$ cat src/rtl/if_id_stage_if.sv
// -----------------------------------------------------------------------------
// if_id_stage_if
// Purpose : bundles the fetch-stage control inputs, the instruction-memory
//           read port and the IF/ID pipeline register outputs of if_id_stage.
// Signals : stall, flush, jump, jr, branch_taken   - hazard / redirect controls
//           jr_target[31:0], branch_offset[31:0]   - redirect operands
//           imem_data[31:0]                        - instruction read at pc
//           pc[31:0]                               - fetch address
//           id_instr[31:0], id_pc4[31:0], id_valid - IF/ID register
//           opc[5:0], func[5:0]                    - decode fields of id_instr
//           stall_cnt[15:0], flush_cnt[15:0]       - only with IF_ID_PERF_CNT_EN
// Modports: master - surrounding pipeline (drives controls, receives outputs)
//           slave  - the if_id_stage block itself
// Config  : IF_ID_PERF_CNT_EN adds the two performance counters.
// -----------------------------------------------------------------------------
interface if_id_stage_if;
   logic        stall;
   logic        flush;
   logic        jump;
   logic        jr;
   logic        branch_taken;
   logic [31:0] jr_target;
   logic [31:0] branch_offset;
   logic [31:0] imem_data;
   logic [31:0] pc;
   logic [31:0] id_instr;
   logic [31:0] id_pc4;
   logic [5:0]  opc;
   logic [5:0]  func;
   logic        id_valid;
`ifdef IF_ID_PERF_CNT_EN
   logic [15:0] stall_cnt;
   logic [15:0] flush_cnt;

   modport master (
      output stall, flush, jump, jr, branch_taken,
      output jr_target, branch_offset, imem_data,
      input  pc, id_instr, id_pc4, opc, func, id_valid,
      input  stall_cnt, flush_cnt
   );

   modport slave (
      input  stall, flush, jump, jr, branch_taken,
      input  jr_target, branch_offset, imem_data,
      output pc, id_instr, id_pc4, opc, func, id_valid,
      output stall_cnt, flush_cnt
   );
`else
   modport master (
      output stall, flush, jump, jr, branch_taken,
      output jr_target, branch_offset, imem_data,
      input  pc, id_instr, id_pc4, opc, func, id_valid
   );

   modport slave (
      input  stall, flush, jump, jr, branch_taken,
      input  jr_target, branch_offset, imem_data,
      output pc, id_instr, id_pc4, opc, func, id_valid
   );
`endif
endinterface

$ cat src/rtl/if_id_stage.sv
// -----------------------------------------------------------------------------
// if_id_stage
// Purpose : program counter, next-PC selection and the IF/ID pipeline register
//           of a classic 5-stage MIPS-style pipeline.
// Ports   : clk  - rising-edge clock
//           rst  - asynchronous active-high reset
//           bus  - if_id_stage_if.slave (controls, imem read, IF/ID outputs)
// Config  : IF_ID_PERF_CNT_EN - when defined, adds saturating 16-bit stall_cnt
//           and flush_cnt counters on the interface; default build omits them.
// -----------------------------------------------------------------------------
module if_id_stage (
   input logic         clk,
   input logic         rst,
   if_id_stage_if.slave bus
);

   logic [31:0] pc_q, pc_d;
   logic [31:0] id_instr_q, id_instr_d;
   logic [31:0] id_pc4_q, id_pc4_d;
   logic        id_valid_q, id_valid_d;

   logic [31:0] pc_plus4_s;
   logic [31:0] jump_target_s;
   logic [31:0] branch_target_s;
   logic [31:0] next_pc_s;

   // Sequential address wraps naturally through 32-bit modular addition.
   assign pc_plus4_s      = pc_q + 32'd4;
   // Pseudo-direct target takes its upper nibble from the decode-stage PC+4.
   assign jump_target_s   = {id_pc4_q[31:28], id_instr_q[25:0], 2'b00};
   // Word offset converted to a byte offset; overflow wraps modulo 2^32.
   assign branch_target_s = id_pc4_q + (bus.branch_offset << 5'd2);

   // Next-PC priority mux: jr, then jump, then taken branch, then sequential.
   always_comb begin
      next_pc_s = pc_plus4_s;
      if (bus.jr) begin
         next_pc_s = bus.jr_target;
      end else if (bus.jump) begin
         next_pc_s = jump_target_s;
      end else if (bus.branch_taken) begin
         next_pc_s = branch_target_s;
      end else begin
         next_pc_s = pc_plus4_s;
      end
   end

   // Next-state for PC and IF/ID: stall holds everything, flush injects a NOP.
   always_comb begin
      pc_d       = pc_q;
      id_instr_d = id_instr_q;
      id_pc4_d   = id_pc4_q;
      id_valid_d = id_valid_q;
      if (!bus.stall) begin
         pc_d     = next_pc_s;
         id_pc4_d = pc_plus4_s;
         if (bus.flush) begin
            id_instr_d = 32'h0000_0000;
            id_valid_d = 1'b0;
         end else begin
            id_instr_d = bus.imem_data;
            id_valid_d = 1'b1;
         end
      end else begin
         pc_d       = pc_q;
         id_instr_d = id_instr_q;
         id_pc4_d   = id_pc4_q;
         id_valid_d = id_valid_q;
      end
   end

   // PC and IF/ID register state.
   always_ff @(posedge clk or posedge rst) begin
      if (rst) begin
         pc_q       <= 32'h0000_0000;
         id_instr_q <= 32'h0000_0000;
         id_pc4_q   <= 32'h0000_0000;
         id_valid_q <= 1'b0;
      end else begin
         pc_q       <= pc_d;
         id_instr_q <= id_instr_d;
         id_pc4_q   <= id_pc4_d;
         id_valid_q <= id_valid_d;
      end
   end

   assign bus.pc       = pc_q;
   assign bus.id_instr = id_instr_q;
   assign bus.id_pc4   = id_pc4_q;
   assign bus.id_valid = id_valid_q;
   // Decode fields are plain slices so the control unit sees them with no delay.
   assign bus.opc      = id_instr_q[31:26];
   assign bus.func     = id_instr_q[5:0];

`ifdef IF_ID_PERF_CNT_EN
   logic [15:0] stall_cnt_q, stall_cnt_d;
   logic [15:0] flush_cnt_q, flush_cnt_d;

   // Saturating counters: stalled edges, and unstalled edges that squash.
   always_comb begin
      stall_cnt_d = stall_cnt_q;
      flush_cnt_d = flush_cnt_q;
      if (bus.stall && (stall_cnt_q != 16'hFFFF)) begin
         stall_cnt_d = stall_cnt_q + 16'd1;
      end else begin
         stall_cnt_d = stall_cnt_q;
      end
      if (!bus.stall && bus.flush && (flush_cnt_q != 16'hFFFF)) begin
         flush_cnt_d = flush_cnt_q + 16'd1;
      end else begin
         flush_cnt_d = flush_cnt_q;
      end
   end

   // Counter registers.
   always_ff @(posedge clk or posedge rst) begin
      if (rst) begin
         stall_cnt_q <= 16'h0000;
         flush_cnt_q <= 16'h0000;
      end else begin
         stall_cnt_q <= stall_cnt_d;
         flush_cnt_q <= flush_cnt_d;
      end
   end

   assign bus.stall_cnt = stall_cnt_q;
   assign bus.flush_cnt = flush_cnt_q;
`endif

endmodule

$ cat src/flat_wrapper.sv
// flat-port wrapper written by rule: the top's interface ports become plain ports
module if_id_stage_flat 
  (clk, rst, bus_stall, bus_flush, bus_jump, bus_jr, bus_branch_taken, bus_jr_target, bus_branch_offset, bus_imem_data, bus_pc, bus_id_instr, bus_id_pc4, bus_opc, bus_func, bus_id_valid);
  if_id_stage_if bus_i ();
  input logic clk;
  input logic rst;
  input wire logic [$bits(bus_i.stall)-1:0] bus_stall;
  input wire logic [$bits(bus_i.flush)-1:0] bus_flush;
  input wire logic [$bits(bus_i.jump)-1:0] bus_jump;
  input wire logic [$bits(bus_i.jr)-1:0] bus_jr;
  input wire logic [$bits(bus_i.branch_taken)-1:0] bus_branch_taken;
  input wire logic [$bits(bus_i.jr_target)-1:0] bus_jr_target;
  input wire logic [$bits(bus_i.branch_offset)-1:0] bus_branch_offset;
  input wire logic [$bits(bus_i.imem_data)-1:0] bus_imem_data;
  output wire logic [$bits(bus_i.pc)-1:0] bus_pc;
  output wire logic [$bits(bus_i.id_instr)-1:0] bus_id_instr;
  output wire logic [$bits(bus_i.id_pc4)-1:0] bus_id_pc4;
  output wire logic [$bits(bus_i.opc)-1:0] bus_opc;
  output wire logic [$bits(bus_i.func)-1:0] bus_func;
  output wire logic [$bits(bus_i.id_valid)-1:0] bus_id_valid;
  assign bus_i.stall = bus_stall;
  assign bus_i.flush = bus_flush;
  assign bus_i.jump = bus_jump;
  assign bus_i.jr = bus_jr;
  assign bus_i.branch_taken = bus_branch_taken;
  assign bus_i.jr_target = bus_jr_target;
  assign bus_i.branch_offset = bus_branch_offset;
  assign bus_i.imem_data = bus_imem_data;
  assign bus_pc = bus_i.pc;
  assign bus_id_instr = bus_i.id_instr;
  assign bus_id_pc4 = bus_i.id_pc4;
  assign bus_opc = bus_i.opc;
  assign bus_func = bus_i.func;
  assign bus_id_valid = bus_i.id_valid;
  if_id_stage u_core (.clk(clk), .rst(rst), .bus(bus_i));
endmodule
$ cat config.mk
export PLATFORM = sky130hd
export DESIGN_NAME = if_id_stage_flat
export DESIGN_NICKNAME = d
export VERILOG_FILES = /design/src/rtl/if_id_stage_if.sv /design/src/rtl/if_id_stage.sv /design/src/flat_wrapper.sv
export SDC_FILE = /design/constraint.sdc
export NUM_CORES = 1
export LEC_CHECK = 0
export BUFFER_PORTS_ARGS = -buffer_cell sky130_fd_sc_hd__buf_2
export CORE_MARGIN = 3
export CORE_UTILIZATION = 40
export DETAILED_ROUTE_END_ITERATION = 8
export PLACE_DENSITY = 0.66
export SYNTH_ARGS = -nofsm -noshare
export SYNTH_HDL_FRONTEND = slang
export SYNTH_SLANG_ARGS = --single-unit
$ cat constraint.sdc
create_clock -name clk -period 8.6 [get_ports clk]
set_clock_uncertainty 0.15 [all_clocks]
set_input_delay 1.72 -clock clk [delete_from_list [all_inputs] [get_ports clk]]
set_output_delay 1.72 -clock clk [all_outputs]
set_load 0.05 [all_outputs]
==> impl_metrics.tcl <==
set metrics [dict create \
    status "completed" \
    fill_cells 1490 \
    critPathLaunchType "primary input" \
    rr_endpoint "u_core.bus.pc[30]" \
    setup_viol 0 \
    core_area_mm2 0.0155 \
    rr_startpoint "u_core.bus.id_pc4[2]" \
    synth_top_area_share_pct 37.7 \
    sw_frac_of_total_pct 43.1 \
    wl_um 19400 \
    pin_count 212 \
    post-route-period-util_pct 53.9 \
    start_util_pct 41.6 \
    drv_cap 0 \
    synth_most_common_cell "dfrtp_1" \
    synthCells 692 \
    first_pass_iters 4 \
    period_needed_ns 4.64 \
    p_leak_nw 3.91 \
    crit_slowest_cell "fa_1" \
    ir_drop_v 0.0000960 \
    cts.sinks 97 \
    synth_commonest_cells "97 x dfrtp_1, 57 x nor2_1, 56 x a21oi_1" \
    drive_above_1_share_pct 31.6 \
    cp.required_ns 8.67 \
    synth_async_sr_flop_share_pct 100 \
    slew-limit-headroom_pct 38.1 \
    syn_area_mm2 0.00644 \
    hold_class "flip-flop to flip-flop" \
    slew_viol_final 0 \
    r2r_slack_ns 5.01 \
    reg2reg_depth 12 \
    clkTransAtPathRegs_ns 0.07 \
    post_cts_buffers 0 \
    cts_made_buffers 9 \
    rows 45 \
    grt_overflow 0 \
    end_kind "flip-flop" \
    clkPwrFrac_pct 23.4 \
    root_buffer "clkbuf_16" \
    drt-initial-drc-count 237 \
    area.growth.synth_to_final_pct 21.9 \
    ys_warn_count 0 \
    fmax_ghz 0.216 \
    crit_start "bus_branch_offset[0]" \
    fp.dieW_um 133 \
    synth_edf_count 0 \
    path_max_fanout 5 \
    final_hold_viol_count 0 \
    yosysTopAreaCell "dfrtp_1" \
    cts_max_path_buffers 2 \
    hold_buffers 0 \
    p_int_mw 1.06 \
    ant_nets 0 \
    cts_tree "done" \
    p_total_mw 1.87 \
    gp_congestion 0.886 \
    powerDensity_mw_per_mm2 238 \
    ys.flop_type "dfrtp_1" \
    ys_ff_latch 97 \
    grt_pass1_wl_um 30900 \
    drcViolationCount 0 \
    whs_ns 0.326 \
    crit_chain "buf_2 -> ha_1 -> fa_1 -> a21o_1 -> a22o_1 -> nand4_1 -> or3b_4 -> a211oi_2 -> a21oi_2 -> a221oi_2 -> a21oi_1 -> xnor2_1 -> o21ai_1" \
    hpwl_um 14700 \
    worst_pin_slew_ns 0.927 \
    synth_nets 826 \
    arrival_ns 4.71 \
    grt_max_degree 74 \
    portBuffers 209 \
    grt_usage_pct 22.0 \
    nets 996 \
    antenna_found_initial 1 \
    insertion_delay_ns 0.35 \
    synth_cell_types 62 \
    pwr-share-seq_pct 32.1 \
    die_y_um 133 \
    power_frac_comb_pct 44.5 \
    switching_power_uw 805 \
    synth_area_leaders "dfrtp_1 38%, ha_1 5.8%, mux2_2 5.4%, xnor2_1 4.5%, a21oi_1 4.4%" \
    slowest_delay_ns 0.41 \
    via_count 5758 \
    grt_pass1_vias 5607 \
    routedWlPerCell_um 18.0 \
    h-tree-depth 3 \
    grt_setup_unrepaired "no" \
    ctsResizeCount 0 \
    dieArea_mm2 0.0177 \
    critical_path_class "primary input to flip-flop" \
    finalSetupTns_ns 0 \
    yosysSeqAreaShare_pct 37.7 \
    vias_per_cell 5.35 \
    crit_path_end "u_core.bus.pc[30]" \
    avgSynthCellArea_um2 9.31 \
]
==> per-layer routing <==
| metal | vias to the layer above | part of all wire (%) | GRT usage, % |
|---|---|---|---|
| met1 | 2685 | 47 | 32.3 |
| met4 | 0 | 1.6 | 6.18 |
| li1 | 2869 | - | - |
| met2 | 184 | 45 | 33.9 |
| met5 | - | 0 | 0 |
| met3 | 20 | 5.9 | 2.93 |
==> per-stage QoR <==
step	cell area, um^2	setup slack [ns]	util [%]	cells
after global routing	7850	3.87	50.7	1077
final	7850	3.96	50.7	1077
after CTS	7850	4.00	50.7	1076
after global placement	7530	3.67	48.6	1062
after floorplan	6440	4.19	-	692
after detailed placement	7530	3.67	48.6	1062
==> sequential cells by signal, indices dropped and copies added, names as in the netlist <==
name,count
u_core.bus.id_pc4,32
u_core.bus.pc,32
u_core.bus.id_valid,1
u_core.bus.id_instr,32
==> placed cells by master, fill, tap and decap left out, types with 15 or more instances in the layout <==
master	n
xor2_1	18
ha_1	30
a21oi_1	56
a22o_1	32
a21o_1	27
dfrtp_1	97
inv_1	17
nand3_1	18
xnor2_1	33
and3_1	15
nor2_1	56
o21ai_0	32
nand2_1	45
buf_2	208
mux2_2	31
==> worst min path at each step <==
stage / start / endpoint / slack [ns] / cells past startpoint
2_1_floorplan: u_core.bus.pc[0] / u_core.bus.id_pc4[0] / 0.36 / 1
3_3_place_gp: u_core.bus.id_valid / u_core.bus.id_valid / 0.31 / 1
3_5_place_dp: u_core.bus.id_valid / u_core.bus.id_valid / 0.31 / 1
4_1_cts: u_core.bus.id_valid / u_core.bus.id_valid / 0.33 / 1
5_1_grt: u_core.bus.id_valid / u_core.bus.id_valid / 0.36 / 1
6_report: u_core.bus.id_valid / u_core.bus.id_valid / 0.33 / 1
==> final cells by class <==
class,count,area (um^2),share of cell area [%]
Antenna cell,1,2.50,0.0319
Clock buffer,11,253,3.22
Clock inverter,3,65.1,0.829
Inverter,19,73.8,0.941
Multi-Input combinational cell,523,3690,47.0
Sequential cell,97,2430,30.9
Tap cell,211,264,3.36
Timing Repair Buffer,212,1070,13.6
==> logic make-up after synthesis <==
logic type,after synthesis,share of synthesized area (%)
DFF,97,37.7
buffers and inverters,72,5.03
and+or+nand+nor,181,13.6
xor gates and xnor gates,51,6.94
muxes,39,6.76
adders and majority gates,31,6.14
AOI/OAI and AO/OA,221,23.9
==> power groups by stage <==
stage	Combinational, mW	Clock, mW	Sequential [mW]
finish	0.832	0.437	0.600
global route	0.898	0.462	0.611
CTS	0.833	0.444	0.600
detailed placement	0.828	0	0.608
global placement	0.825	0	0.608
floorplan	0.410	0	0.817
==> critical path, delay by kind of cell <==
family	cells	cell delay, ns
AO/OA/AOI/OAI	7	1.45
adder cells (fa/ha/maj)	2	0.62
AND/OR/NAND/NOR	2	0.50
XOR/XNOR	1	0.29
buffers and inverters	1	0.11
Note: power is estimated with default switching activity, not from simulation.
